$ cat src/rtl/ctc_bus_master.sv
// A&R bus master: word-time counter, instruction fetch serializer, ws field mask and carry capture.
// Optional T0 alignment check is enabled with `define CTC_START_CHECK_EN.
module ctc_bus_master #(
    parameter int WORD_BITS = 56
) (
    input  logic       cph2,
    input  logic       rst_n,
    input  logic       inst_valid,
    input  logic [9:0] inst_data,
    output logic       inst_ready,
    input  logic [3:0] ptr,
    input  logic       carry,
    input  logic       start,
    output logic       sync,
    output logic       is,
    output logic       ws,
    output logic       carry_flag,
    output logic       carry_vld,
    output logic       align_err
);
    localparam logic [5:0] BT_LAST  = 6'(WORD_BITS - 1);
    localparam logic [5:0] BT_XFER  = 6'd44;
    localparam logic [5:0] FETCH_LO = 6'd45;
    localparam logic [5:0] FETCH_HI = 6'd54;
    localparam logic [1:0] TYPE_ARITH = 2'b10;

    logic [5:0] bt_r, bt_nxt;
    logic [3:0] digit;
    logic       end_xfer, end_word, fire, in_fetch;
    logic       pend_full;
    logic [9:0] pend_inst, fetch_inst, fetch_n;
    logic [3:0] pend_ptr, fetch_ptr, fetch_ptr_n, exec_ptr, exec_ptr_n;
    logic [4:0] exec_sel, exec_n;   // only type and field matter once executing
    logic       ws_n, is_n;

    assign inst_ready = !pend_full;
    assign fire       = inst_valid && !pend_full;
    assign end_xfer   = (bt_r == BT_XFER);
    assign end_word   = (bt_r == BT_LAST);

    // Outputs are registered from the next bit time, so next-state register
    // contents are used to avoid a one-cycle lag at the transfer edges.
    always_comb begin
        bt_nxt      = end_word ? 6'd0 : bt_r + 6'd1;
        digit       = bt_nxt[5:2];
        fetch_n     = fetch_inst;
        fetch_ptr_n = fetch_ptr;
        if (end_xfer) begin
            fetch_n     = pend_full ? pend_inst : 10'h000;
            fetch_ptr_n = pend_full ? pend_ptr  : 4'd0;
        end
        exec_n     = end_word ? fetch_inst[4:0] : exec_sel;
        exec_ptr_n = end_word ? fetch_ptr       : exec_ptr;
        in_fetch   = (bt_nxt >= FETCH_LO) && (bt_nxt <= FETCH_HI);
        is_n       = in_fetch && fetch_n[4'(bt_nxt - FETCH_LO)];
    end

    always_comb begin
        ws_n = 1'b0;
        if (exec_n[1:0] == TYPE_ARITH) begin
            case (exec_n[4:2])
                3'b000: ws_n = (digit == exec_ptr_n);
                3'b001: ws_n = (digit >= 4'd3) && (digit <= 4'd12);
                3'b010: ws_n = (digit <= 4'd2);
                3'b011: ws_n = 1'b1;
                3'b100: ws_n = (digit <= exec_ptr_n);
                3'b101: ws_n = (digit >= 4'd3);
                3'b110: ws_n = (digit == 4'd2);
                3'b111: ws_n = (digit == 4'd13);
            endcase
        end
    end

    always_ff @(posedge cph2) begin
        if (!rst_n) begin
            bt_r       <= 6'd0;
            pend_full  <= 1'b0;
            pend_inst  <= 10'h000;
            pend_ptr   <= 4'd0;
            fetch_inst <= 10'h000;
            fetch_ptr  <= 4'd0;
            exec_sel   <= 5'd0;
            exec_ptr   <= 4'd0;
            sync       <= 1'b0;
            is         <= 1'b0;
            ws         <= 1'b0;
            carry_flag <= 1'b0;
            carry_vld  <= 1'b0;
        end else begin
            bt_r       <= bt_nxt;
            fetch_inst <= fetch_n;
            fetch_ptr  <= fetch_ptr_n;
            exec_sel   <= exec_n;
            exec_ptr   <= exec_ptr_n;
            sync       <= in_fetch;
            is         <= is_n;
            ws         <= ws_n;
            // A fire on the transfer edge refills the slot after the old contents move on.
            if (fire) begin
                pend_full <= 1'b1;
                pend_inst <= inst_data;
                pend_ptr  <= ptr;
            end else if (end_xfer) begin
                pend_full <= 1'b0;
            end
            carry_vld <= 1'b0;
            if (end_word && exec_sel[1:0] == TYPE_ARITH) begin
                carry_flag <= carry;
                carry_vld  <= 1'b1;
            end
        end
    end

`ifdef CTC_START_CHECK_EN
    always_ff @(posedge cph2) begin
        if (!rst_n)
            align_err <= 1'b0;
        else if (start != (bt_r == 6'd0))
            align_err <= 1'b1;
    end
`else
    logic unused_start;
    assign unused_start = start;
    assign align_err    = 1'b0;
`endif

endmodule

$ cat config.mk
export PLATFORM = sky130hd
export DESIGN_NAME = ctc_bus_master
export DESIGN_NICKNAME = d
export VERILOG_FILES = /design/src/rtl/ctc_bus_master.sv
export SDC_FILE = /design/constraint.sdc
export NUM_CORES = 1
export LEC_CHECK = 0
export BUFFER_PORTS_ARGS = -buffer_cell sky130_fd_sc_hd__buf_2
export CAP_MARGIN = 25
export CORE_AREA = 2 2 76 78
export DETAILED_ROUTE_END_ITERATION = 12
export DIE_AREA = 0 0 78 80
export GPL_ROUTABILITY_DRIVEN = 1
export GPL_TIMING_DRIVEN = 0
export PLACE_DENSITY = 0.77
export SLEW_MARGIN = 20
export SYNTH_ARGS = -nofsm -noshare
export SYNTH_HDL_FRONTEND = slang
export SYNTH_SLANG_ARGS = --single-unit
$ cat constraint.sdc
create_clock -name cph2 -period 7.4 [get_ports cph2]
set_input_delay 0.74 -clock cph2 [delete_from_list [all_inputs] [get_ports cph2]]
set_output_delay 0.74 -clock cph2 [all_outputs]
set_load 0.02 [all_outputs]
* After elaboration in Yosys (flattened, before gate mapping)
Cells that the tools add are included.
** Storage, ports and cells
- Word-level logic and storage cells :: 57
- Register bits :: 49
- Output and inout port bits :: 7
- Bits of input ports :: 19
** Operators by class
- Reductions and logical operators :: 9
- Add/sub/neg operators :: 2
- Muxes and demuxes :: 12
- Order comparisons :: 7
- Equal/unequal tests :: 14
** Operator list (number)
- 10-bit 2-to-1 mux :: 2
- 3-bit == test (second input constant) :: 4
- 6-bit == test (second input constant) :: 2
- 4-bit 2-to-1 mux :: 2
- 1-bit case mux with 8 select lines :: 1
- 6-bit by 1-bit adder with 6-bit output (second input constant) :: 1
- 3-bit by 2-bit == test with 1-bit output (second input constant) :: 2
- 6-bit >= comparator (second input constant) :: 1
- 6-bit <= comparator (second input constant) :: 1
- 6-bit 2-to-1 mux :: 1
- 1-bit logical AND :: 5
- 4-bit by 5-bit less-than comparator with 1-bit output (second input constant) :: 1
- 5-bit 2-to-1 mux :: 1
- 1-bit binary-select mux with 4-bit select :: 1
- 2-bit == test (second input constant) :: 2
- 4-bit by 2-bit == test with 1-bit output (second input constant) :: 1
- 4-bit == test :: 1
- 4-bit == test (second input constant) :: 1
- 4-bit by 2-bit >= comparator with 1-bit output (second input constant) :: 1
- 4-bit by 2-bit <= comparator with 1-bit output (second input constant) :: 1
- 4-bit <= comparator :: 1
- 4-bit <= comparator (second input constant) :: 1
- 1-bit 2-to-1 mux :: 4
- 4-bit subtractor (second input constant) :: 1
- 5 further kinds :: 5

* Longest topological paths before layout
- Depth in word-level cells :: 6
- Gate-level depth with buffers :: 12
- Gate-level depth less buffers :: 11

* Worst setup path before layout
Ideal clock, no wire load.
- Kind :: register to register
- Start point :: register bt_r[1]
- End point :: register ws
- Buffers on the path :: 1
- Period minus slack after synthesis :: 2.482 ns
- Data arrival time :: 2.361 ns
- Data required time :: 7.278 ns
- Setup slack :: 4.918 ns
- Stages on the path, launching flop included :: 12
- Library setup time :: 0.122 ns
- Cell sequence :: dfxtp_1 -> ha_1 -> and3b_2 -> nand2_1 -> buf_2 -> mux2i_1 -> ha_1 -> nand2_1 -> a2111o_1 -> and3_1 -> a2bb2oi_1 -> a211oi_2
** Between the ends
- Word-level cells in the longest chain between the ends :: 5
- Elaborated cells on any way between the ends :: 24
- Those cells by class :: 1 x add/sub; 4 x order compare; 12 x eq/ne; 4 x mux; 3 x reduce/logical
** RTL lines
- start: declaration :: RTL line 27 : logic [5:0] bt_r, bt_nxt;
- start signal: assignment :: RTL line 90 : bt_r <= bt_nxt;
- 6-bit by 1-bit adder with 6-bit output or 6-bit == test (tied branches) :: RTL line 44, 39
- 6-bit 2-to-1 mux :: RTL line 44 : bt_nxt = end_word ? 6'd0 : bt_r + 6'd1;
- 4-bit by 2-bit >= comparator with 1-bit output or 4-bit <= comparator (tied branches) :: RTL line 63, 67
- 1-bit logical AND :: RTL line 63 : 3'b001: ws_n = (digit >= 4'd3) && (digit <= 4'd12);
- 1-bit case mux with 8 select lines :: RTL line 61 : case (exec_n[4:2])
- end signal: assignment :: RTL line 97 : ws <= ws_n;
- end: declaration :: RTL line 16 : output logic ws,
Several ways; a longest one is shown, not always the timed one.
A chain may end at the register's enable or synchronous reset.

* Worst setup path in the final report
Ends and elaborated chain as after synthesis.

==> results_dict.tcl <==
set metrics [dict create \
    setup_viol 0 \
    cts_inserted_buffers 5 \
    routed_wl_um 5730 \
    hold_slack_ns 0.465 \
    timing.rr.start "bt_r[1]" \
    layout-drive-gt1-share_pct 16.4 \
    hold_violations 0 \
    crit_path_max_incr_delay_ns 0.49 \
    core.rowCount 27 \
    drt-initial-drc-count 152 \
    cts_hold_buf 0 \
    grt_setup_unrepaired "false" \
    share_seq_of_total_power_pct 49.9 \
    path_clk_slew_ns 0.09 \
    period_share_pct 38.3 \
    avgSynthCellArea_um2 8.34 \
    cp-end-kind "flip-flop" \
    wl_per_cell_um 13.8 \
    reg2reg_slack_ns 4.57 \
    crit_chain "ha_1 -> and3b_2 -> nand2_1 -> buf_2 -> mux2i_1 -> ha_1 -> nand2_1 -> a2111o_1 -> and3_1 -> a2bb2oi_1 -> a211oi_2" \
    multi_input_area_um2 1470 \
    internal_power_uw 425 \
    pwr-share-comb_pct 9.4 \
    clkSinkCount 49 \
    vdd_drop_max_mv 0.136 \
    ys_ff_latch 49 \
    synth_top_flop_cell "dfxtp_1" \
    grt_overflow 0 \
    ys_async_sr_fraction_pct 0 \
    p_sw_share_pct 22.9 \
    grt_pass1_wl_um 9850 \
    dp_hpwl_um 4170 \
    synth_cells 311 \
    synth_cell_type_count 56 \
    timing.rr.end "ws" \
    cts_tree "built" \
    start_kind "flip-flop" \
    area_delta_synth_final_pct 13.1 \
    path_depth 11 \
    vias 2243 \
    ios 26 \
    diodes 0 \
    cp.required_ns 7.60 \
    fp.dieW_um 78 \
    clk_path_buf_depth 2 \
    syn-num-nets 336 \
    die_y_um 80 \
    cts_setup_buffers 0 \
    fin_crit_ns 2.83 \
    cts_root_buffer "clkbuf_8" \
    crit_slowest_cell "dfxtp_1" \
    hold_path_class "reg2reg" \
    mostFrequentLayoutCell "nand2_1" \
    first_global_vias 2100 \
    synth_area_um2 2590 \
    run_status "complete, no violations" \
    core_um2 5410 \
    leakage_nw 1.14 \
    clock_skew_ns 0.00349 \
    insertion_delay_ns 0.30 \
    final_util_pct 54.2 \
    final.setup.tns_ns 0 \
    cap_violations 0 \
    most-common-layout-cells "62 x nand2_1, 49 x dfxtp_1, 31 x a21boi_0" \
    crit_fanout 10 \
    htreeDepth 2 \
    crit_end "ws" \
    drc 0 \
    fmax_ghz 0.353 \
    p_switching_uw 126 \
    crit_start "bt_r[1]" \
    clock_power_share_pct 40.7 \
    power.density_nw_per_um2 188 \
    cts_resized 0 \
    grt_antenna_before_repair 0 \
    initial_core_util_pct 48.0 \
    yosysSeqAreaShare_pct 37.8 \
    regArea_um2 981 \
    worstSetupPathType "reg2reg" \
    reg2reg_depth 11 \
    cp_top_family "simple AND/OR/NAND/NOR gates" \
    gp_congestion 0.929 \
    portBuffers 23 \
    crit_buf_inv 1 \
    yosys_warnings 0 \
    die-area_um2 6240 \
    finalNetCount 366 \
    crit_arrival_ns 3.03 \
    synth_edf_count 0 \
    grtUsageTotal_pct 19.6 \
    fillers 546 \
    grt_max_degree 16 \
    ant_nets 0 \
    final_max_slew_viol_count 0 \
    dr.pass1.iters 4 \
    via_per_inst 5.42 \
]
==> metrics by stage <==
step | std cells | area, µm² | setup WS (ns) | total power [mW]
final | 414 | 2930 | 4.57 | 0.552
after global routing | 414 | 2930 | 4.35 | 0.573
after detailed placement | 406 | 2800 | 4.58 | 0.333
after CTS | 414 | 2930 | 4.56 | 0.554
after floorplan | 311 | 2590 | 4.92 | 0.317
after global placement | 406 | 2800 | 4.61 | 0.331
==> cells in the mapped netlist (3+ instances only) <==
| library cell | n | area share [%] |
|---|---|---|
| nand2_1 | 62 | 9.0 |
| dfxtp_1 | 49 | 38 |
| a21boi_0 | 31 | 9.0 |
| nand3_1 | 20 | 3.9 |
| a21oi_1 | 12 | 2.3 |
| nor2b_1 | 10 | 2.4 |
| and2_1 | 9 | 2.2 |
| clkbuf_1 | 9 | 1.3 |
| mux2i_1 | 7 | 2.7 |
| nor2_1 | 7 | 1.0 |
| buf_2 | 6 | 1.2 |
| ha_1 | 6 | 2.9 |
| inv_1 | 6 | 0.87 |
| nand2b_1 | 6 | 1.4 |
| and3_1 | 5 | 1.2 |
| a22o_1 | 4 | 1.4 |
| buf_4 | 4 | 1.2 |
| nand4_1 | 4 | 0.97 |
| a311oi_1 | 3 | 1.0 |
| nor3_1 | 3 | 0.58 |
| o211ai_1 | 3 | 0.87 |
| o21ai_1 | 3 | 0.58 |
| xor2_1 | 3 | 1.0 |
==> how the worst min path moves through the flow <==
stage	startpoint	end	slack, ns	depth (start not counted)
final	fetch_inst[6]	fetch_inst[6]	0.46	2
after floorplan	exec_sel[0]	exec_sel[0]	0.44	2
after global placement	fetch_ptr[2]	fetch_ptr[2]	0.45	2
after global routing	fetch_ptr[3]	fetch_ptr[3]	0.49	2
after detailed placement	fetch_ptr[2]	fetch_ptr[2]	0.46	2
after CTS	fetch_ptr[2]	fetch_ptr[2]	0.47	2
==> tightest hold or removal path, delay by kind of cell, from the launching register on <==
kind,cells,cell delay [ns]
flip-flops,1,0.32
AND/OR/NAND/NOR,1,0.05
AO/OA/AOI/OAI,1,0.06
==> routing by layer <==
layer | global-route usage, % | routed length, µm | vias up
li1 | - | - | 1139
met1 | 25.8 | 2620 | 1040
met2 | 32.5 | 2750 | 57
met3 | 3.62 | 287 | 7
met4 | 6.32 | 66 | 0
met5 | 0 | 0 | -
==> logic make-up after synthesis <==
family	synth area share [%]
other cells	0.145
xor+xnor	1.69
compound gates	21.9
fa+ha+maj	2.90
simple gates	26.8
mux	3.14
buf+inv	5.65
flops	37.8
==> state kept, by name, summed over array words and instances (netlist names) <==
signal and cells:
fetch_inst 10, pend_inst 10, bt_r 6, exec_sel 5
exec_ptr 4, fetch_ptr 4, pend_ptr 4, carry_flag 1
carry_vld 1, is 1, pend_full 1, sync 1
ws 1
==> cell type report <==
cell class | count | area share, %
timing repair buffer | 23 | 3.93
sequential | 49 | 33.5
tap | 72 | 3.07
clock inverter | 3 | 2.22
clock buffer | 5 | 2.35
buffer | 22 | 4.10
inverter | 7 | 0.896
multi-input combinational | 233 | 50.0
==> power groups by stage <==
| stage | clock network [mW] | logic [mW] | registers, mW |
|---|---|---|---|
| 4_1_cts | 0.227 | 0.0518 | 0.275 |
| 3_3_place_gp | 0 | 0.0501 | 0.281 |
| 3_5_place_dp | 0 | 0.0513 | 0.281 |
| 2_1_floorplan | 0 | 0.0372 | 0.280 |
| 6_report | 0.225 | 0.0517 | 0.275 |
| 5_1_grt | 0.239 | 0.0579 | 0.276 |
No activity file was read; power rests on OpenSTA's default activity.
